==> src/rtl/instr_fetch_unit.sv <==
// instr_fetch_unit: RV32I fetch stage: issues imem requests under a credit limit and
// buffers PC-tagged responses in an in-order queue. Redirects flush the queue and drop stale responses.
module instr_fetch_unit #(
    parameter logic [31:0] RESET_PC = 32'h0000_0000,
    parameter int          DEPTH    = 2
) (
    input  logic        clk,
    input  logic        rst,
    output logic        imem_req_valid,
    input  logic        imem_req_ready,
    output logic [31:0] imem_req_addr,
    input  logic        imem_rsp_valid,
    input  logic [31:0] imem_rsp_data,
    output logic        instr_valid,
    input  logic        instr_ready,
    output logic [31:0] instr,
    output logic [31:0] instr_pc,
    output logic [31:0] instr_pc_plus4,
    input  logic        redirect_valid,
    input  logic [31:0] redirect_target
);
    localparam int PW = DEPTH > 1 ? $clog2(DEPTH) : 1;
    localparam int CW = $clog2(2 * DEPTH + 1);
    localparam logic [CW-1:0] D1 = CW'(DEPTH);
    localparam logic [CW-1:0] D2 = CW'(2 * DEPTH);
    localparam logic [PW-1:0] PL = PW'(DEPTH - 1);
    localparam logic [31:0] NOP = 32'h0000_0013;

    logic [31:0] fpc_q, fpc_d;
    logic [31:0] qpc_q [DEPTH];
    logic [31:0] qins_q [DEPTH];
    logic [31:0] tag_q [DEPTH];
    logic [PW-1:0] qwp_q, qrp_q, twp_q, trp_q;
    logic [CW-1:0] qcnt_q, qcnt_d, live_q, live_d, drop_q, drop_d;
    logic fire, redir, acc, keep;

    function automatic logic [PW-1:0] inc(input logic [PW-1:0] p);
        return p == PL ? '0 : p + PW'(1);
    endfunction

    assign instr_valid    = qcnt_q != '0;
    assign fire           = instr_valid & instr_ready;
    assign redir          = redirect_valid & fire;
    assign imem_req_valid = ~rst & ~redir & (live_q + qcnt_q < D1) & (live_q + drop_q < D2);
    assign imem_req_addr  = fpc_q;
    assign acc            = imem_req_valid & imem_req_ready;
    assign keep           = imem_rsp_valid & (drop_q == '0);
    assign instr          = instr_valid ? qins_q[qrp_q] : NOP;
    assign instr_pc       = instr_valid ? qpc_q[qrp_q] : 32'h0;
    assign instr_pc_plus4 = instr_pc + 32'd4;

    // A response arriving in the redirect cycle is stale too, hence the minus one.
    always_comb begin
        fpc_d  = redir ? (redirect_target & 32'hFFFF_FFFC) : acc ? fpc_q + 32'd4 : fpc_q;
        qcnt_d = redir ? '0 : qcnt_q + CW'(keep) - CW'(fire);
        live_d = redir ? '0 : live_q + CW'(acc) - CW'(keep);
        drop_d = redir ? drop_q + live_q - CW'(imem_rsp_valid) : drop_q - CW'(imem_rsp_valid & ~keep);
    end

    always_ff @(posedge clk) begin
        if (rst) begin
            fpc_q  <= RESET_PC;
            qcnt_q <= '0;
            live_q <= '0;
            drop_q <= '0;
            qwp_q  <= '0;
            qrp_q  <= '0;
            twp_q  <= '0;
            trp_q  <= '0;
        end else begin
            fpc_q  <= fpc_d;
            qcnt_q <= qcnt_d;
            live_q <= live_d;
            drop_q <= drop_d;
            if (redir) begin
                qwp_q <= '0;
                qrp_q <= '0;
                twp_q <= '0;
                trp_q <= '0;
            end else begin
                if (keep) begin
                    qpc_q[qwp_q]  <= tag_q[trp_q];
                    qins_q[qwp_q] <= imem_rsp_data;
                    qwp_q         <= inc(qwp_q);
                    trp_q         <= inc(trp_q);
                end
                if (fire) qrp_q <= inc(qrp_q);
                if (acc) begin
                    tag_q[twp_q] <= fpc_q;
                    twp_q        <= inc(twp_q);
                end
            end
        end
    end
endmodule

==> config.mk <==
export PLATFORM = sky130hd
export DESIGN_NAME = instr_fetch_unit
export DESIGN_NICKNAME = d
export VERILOG_FILES = /design/src/rtl/instr_fetch_unit.sv
export SDC_FILE = /design/constraint.sdc
export NUM_CORES = 1
export LEC_CHECK = 0
export CAP_MARGIN = 20
export CORE_AREA = 2 2 137 139
export CTS_CLUSTER_DIAMETER = 120
export DETAILED_ROUTE_END_ITERATION = 6
export DIE_AREA = 0 0 139 141
export GPL_TIMING_DRIVEN = 0
export MAX_ROUTING_LAYER = met4
export PLACE_DENSITY = 0.85
export SLEW_MARGIN = 10
export SYNTH_ARGS = -nofsm -noshare
export SYNTH_HDL_FRONTEND = slang
export SYNTH_SLANG_ARGS = --single-unit
==> constraint.sdc <==
create_clock -name clk -period 7.4 [get_ports clk]
set_input_delay 2.22 -clock clk [delete_from_list [all_inputs] [get_ports clk]]
set_output_delay 2.22 -clock clk [all_outputs]
set_load 0.005 [all_outputs]
======== After elaboration in Yosys (flattened, before gate mapping) ========
Memory sizes are Yosys's and may differ from the RTL's. A register that Yosys moved wholly into a read port is not among the register bits.
Index checks and enable logic that the tools add are counted.
storage, ports and cells
  register bits after elaboration ......... 45
  RAM bits ................................ 192
  input port bits ......................... 70
  output and inout bits ................... 130
  logic and storage cells ................. 66
  memories ................................ 3
operators by class
  add/sub/neg operators ................... 14
  order comparisons ....................... 2
  multiplexer cells ....................... 23
  bitwise gates (word level) .............. 11
  reductions and logical operators ........ 4
memory list
  memory  words  bits a word  read ports  clocked after memory_dff  wr ports  line  text
  qins_q  2      32           1           1                         1         31    logic [31:0] qins_q [DEPTH];
  qpc_q   2      32           1           1                         1         30    logic [31:0] qpc_q [DEPTH];
  tag_q   2      32           1           1                         1         32    logic [31:0] tag_q [DEPTH];
operators by type and width
  cell                                                number
  2-to-1 mux 32 bit                                   4
  adder 32 x 3 -> 32 bit, second input constant       2
  2-to-1 mux 1 bit                                    18
  subtractor 3 x 1 -> 3 bit                           3
  bitwise AND 1 bit                                   7
  adder 3 x 1 -> 3 bit                                2
  adder 3 bit                                         2
  adder 1 bit, second input constant                  4
  bitwise AND 1 x 3 -> 3 bit                          1
  zero test 3 bit                                     1
  < comparator 3 x 2 -> 1 bit, second input constant  1
  < comparator 3 bit, second input constant           1
  2-to-1 mux 3 bit                                    1
  NOT 1 -> 3 bit                                      1
  nonzero test 3 bit                                  1
  subtractor 3 bit                                    1
  NOT 1 bit                                           2
  nonzero test 2 bit                                  1
  OR reduction 2 bit                                  1

======== Depth between registers and ports, before layout ========
  word-level depth ........................ 12
  depth in mapped cells ................... 15
  gate-level depth less buffers ........... 15

======== Least setup slack after synthesis ========
OpenSTA, ideal clock, no wires.
  path type ............................... in2reg
  from .................................... input redirect_valid
  to ...................................... memory qins_q[0][0] (enable)
  library setup time ...................... 0.482 ns
  arrival time ............................ 5.230 ns
  data required time ...................... 6.918 ns
  path slack .............................. 1.688 ns
  cell stages on the path ................. 4
  buffers on the path ..................... 0
  path through ............................ and3_1 nor2_1 nand2_1 nor2_1
on the way
  longest elaborated chain between the ends .. 4
ends and longest elaborated chain
  item                                    line  text
  from (decl)                             19    input logic redirect_valid,
  bitwise AND 1 bit                       43    assign redir = redirect_valid & fire;
  2-to-1 mux 1 bit                        75    if (redir) begin
  2-to-1 mux 1 bit                        61    if (rst) begin
  2-to-1 mux 1 bit (implied by the code)  83    qins_q[qwp_q] <= imem_rsp_data;
  to (decl)                               31
No other way between the ends.

==> key figures <==
Synthesis
  – Post-synth top area cell: edfxtp_1
  – Yosys reg bits: 229
  – Syn Area/Cell: approximately 13 sq um
  – Synthesis Warnings: 0
  – Sequential area share after synthesis: between 60 and 70%
  – Mapped Cells: 761
  – EDFF count, synth: ~180
  – Top cell type's share of synthesized area: 55.0%
  – Synth unique cells: 52
  – Post-synth ARST share: 0%
  – Top cells by area, synth: edfxtp_1 55%, dfxtp_1 9.0%, mux2i_1 5.3%
  – Ys flop type: edfxtp_1
  – Netlist Area Pre-Place: around 0.01 sq mm

Critical path
  – Slowest cell on the critical path: clkdlybuf4s50_1
  – Startpoint Class: flip-flop
  – Critical Path Fanout Max: 10
  – WP data arrival: 4.79 ns
  – CP Class: flip-flop to primary output
  – Crit path cell chain: buf_6, buf_2, buf_2, buf_2, buf_2, buf_2, mux2_2, nand2_1, inv_1, ha_1, nand4b_1, nand2_1, nand4_1, buf_4, nor3_1, xor2_1, clkdlybuf4s50_1
  – Most frequent CP cell: buf_2
  – Required time of the critical path: approximately 5.2 ns
  – Worst setup EP type: primary output
  – Max incr delay on CP: about 0.54 ns

CTS
  – CTS max path bufs: 3
  – CTS buffer count: 23
  – Hold_buf cts: 0
  – Latest clock arrival within the worst-skew pair: 0.50 ns
  – Clock-pin slew on the worst setup and hold paths: approximately 0.060 ns
  – CTS tree: yes
  – CTS sink cnt: 229
  – Clock root buffer master: clkbuf_16
  – H-tree depth: 1

Die
  – Die Ht: 141 microns
  – DIE AREA: between 0.015 and 0.02 sq mm
  – Standard-cell rows: 50
  – Core area: 0.0183 sq mm
  – Chip width: roughly 140 microns
  – Initial Util: ~55%
  – Ports: 200

Power and ir drop
  – Power density cells: 349 mW/mm^2
  – Max IR drop VDD: 0.000219 V
  – Static leakage: 4.45 nW

Routing
  – Total Wirelength: 23300 microns
  – Detailed Route Iter0 Violations: 477
  – Routed WL per cell: 18.8 microns
  – Routed vias: 6883
  – Drt first pass iters: 4
  – ANT nets after route: 0
  – Via density: 5.56
  – Drc violations: 0

Global route
  – GRT Util Overall: 24.4%
  – Vias in the first global route: ~6900
  – First-pass GRT wire length: 36900 microns
  – Met3 usage: roughly 3.5%
  – Largest net degree at the start of global routing: 59
  – Met1 usage: roughly a third
  – Antenna violations before repair: 0
  – Routing usage on met2: 40.9%
  – Layer with the highest usage: met2
  – Global route total overflow: 0

STA
  – FMAX: between 0.1 and 0.15 GHz
  – Final Skew: 0.0100 ns
  – Setup violators final: 0
  – Final worst setup slack: 0.392 ns
  – Final Max Slew Viols: 0
  – Slew @ Worst Pin: 0.873 ns
  – RSZ-0062 raised after global routing: no
  – Final period util: roughly 95%
  – Final Hold Fails: 0
  – Slew HR: 41.7%
  – Fin crit period: 7.01 ns
  – Hold WS: 0.535 ns

Run
  – # Max-Cap Violations: 0

Finish
  – Final instance area: 0.0131 sq mm
  – Finished Layout Cells: 1237
  – Diode count: 0
  – Commonest non-fill, non-tap cell in the layout: clkdlybuf4s50_1
  – Syn-to-layout area delta: 30.5%
  – Filler cell count: 1231
  – Final net count: between 1000 and 1500
  – Share of layout cells above drive strength 1: 10.4%
  – Most frequent cells in the layout: 191 x clkdlybuf4s50_1, 184 x edfxtp_1, 104 x nor2_1
  – Utilization after layout: 71.7%

Hold path
  – Worst hold path class: flip-flop to flip-flop

Placement
  – Global placer's final weighted congestion: 0.908
  – Port bufs: ~190
  – Dpl cells: roughly 1200
  – Placed wire-length estimate: 16300 microns
  – Pre-CTS setup slack: approximately 0.67 ns
  – Placed Area: around 0.012 sq mm

Outcome
  – Outcome: complete, no violations
## registers in the layout, summed over array words and instances, names as in the netlist, named ones only
signal / flops
trp_q: 1
qpc_q: 60
qcnt_q: 3
live_q: 3
qrp_q: 1
drop_q: 3
qwp_q: 1
imem_req_addr: 30
qins_q: 64
tag_q: 60
twp_q: 1
## path summary, 6_finish.rpt
check             from            endpoint  slack [ns]  cells past startpoint
max          flip-flop  instr_pc_plus4[26]        0.39                     17
min              trp_q               trp_q        0.53                      2
max reg2reg  qcnt_q[1]           live_q[2]        3.32                     14
min reg2reg      trp_q               trp_q        0.53                      2
## routing by layer
layer	up-vias	part of all wire, %
met3	35	7.3
met1	3341	41
met4	0	2.0
met2	286	50
met5	-	0
li1	3221	-
## cells by family after synthesis
group                      Yosys count  synth area share (%)
muxes                               91                  9.58
and+or+nand+nor                    242                  11.9
buffers and inverters               64                  2.80
other                                1                0.0374
xor gates and xnor gates            65                  5.67
DFF                                229                  64.0
AOI/OAI and AO/OA                   54                  3.81
adders and majority gates           15                  2.17
## area by class of cell
| class | instances | area (sq um) | area share, % |
|---|---|---|---|
| clock buffers | 32 | 651 | 4.96 |
| clock inverters | 8 | 67.6 | 0.516 |
| plain buffers | 41 | 195 | 1.49 |
| inverters | 23 | 86.3 | 0.659 |
| flip-flops and latches | 229 | 6430 | 49.0 |
| repair buffers | 197 | 2010 | 15.3 |
| multi-input cells | 473 | 3380 | 25.8 |
| well taps | 234 | 293 | 2.23 |
## power by group
group	total (W)	internal, W	switching [W]
Clock	0.00110	0.000648	0.000455
Sequential	0.00178	0.00165	0.000129
Combinational	0.00169	0.000874	0.000818
Total	0.00457	0.00317	0.00140
## worst max-delay path, delay by kind of cell (launching register included)
| kind | cells | cell delay [ns] |
|---|---|---|
| DFF | 1 | 0.32 |
| xor gates and xnor gates | 1 | 0.21 |
| and+or+nand+nor | 5 | 0.72 |
| buffers and inverters | 9 | 2.56 |
| adders and majority gates | 1 | 0.24 |
| muxes | 1 | 0.22 |
## repair_timing
item	4_1_cts	5_1_grt
setup buffers	0	2
endpoints found under the setup margin	0	7
resized for setup	0	1
## through the flow
stage,power [W],TNS [ns]
after floorplan,0.00261,0
after global placement,0.00341,-16.15
after detailed placement,0.00347,0
after CTS,0.00459,0
after global routing,0.00480,0
final,0.00457,0
## cell usage after synthesis, types with 6 or more instances
cell,n
buf_4,6
clkbuf_1,21
nor4_1,12
nand2_1,34
and2_1,7
edfxtp_1,184
or3_1,7
mux2i_1,53
nand3_1,12
xor2_1,25
dfxtp_1,45
nand4_1,15
xnor2_1,40
o21ai_0,10
and3_1,8
a211oi_1,26
nor3_1,19
nor2_1,106
ha_1,11
mux2_2,37
inv_1,22
buf_2,9
(Power assumes the default switching activity.)
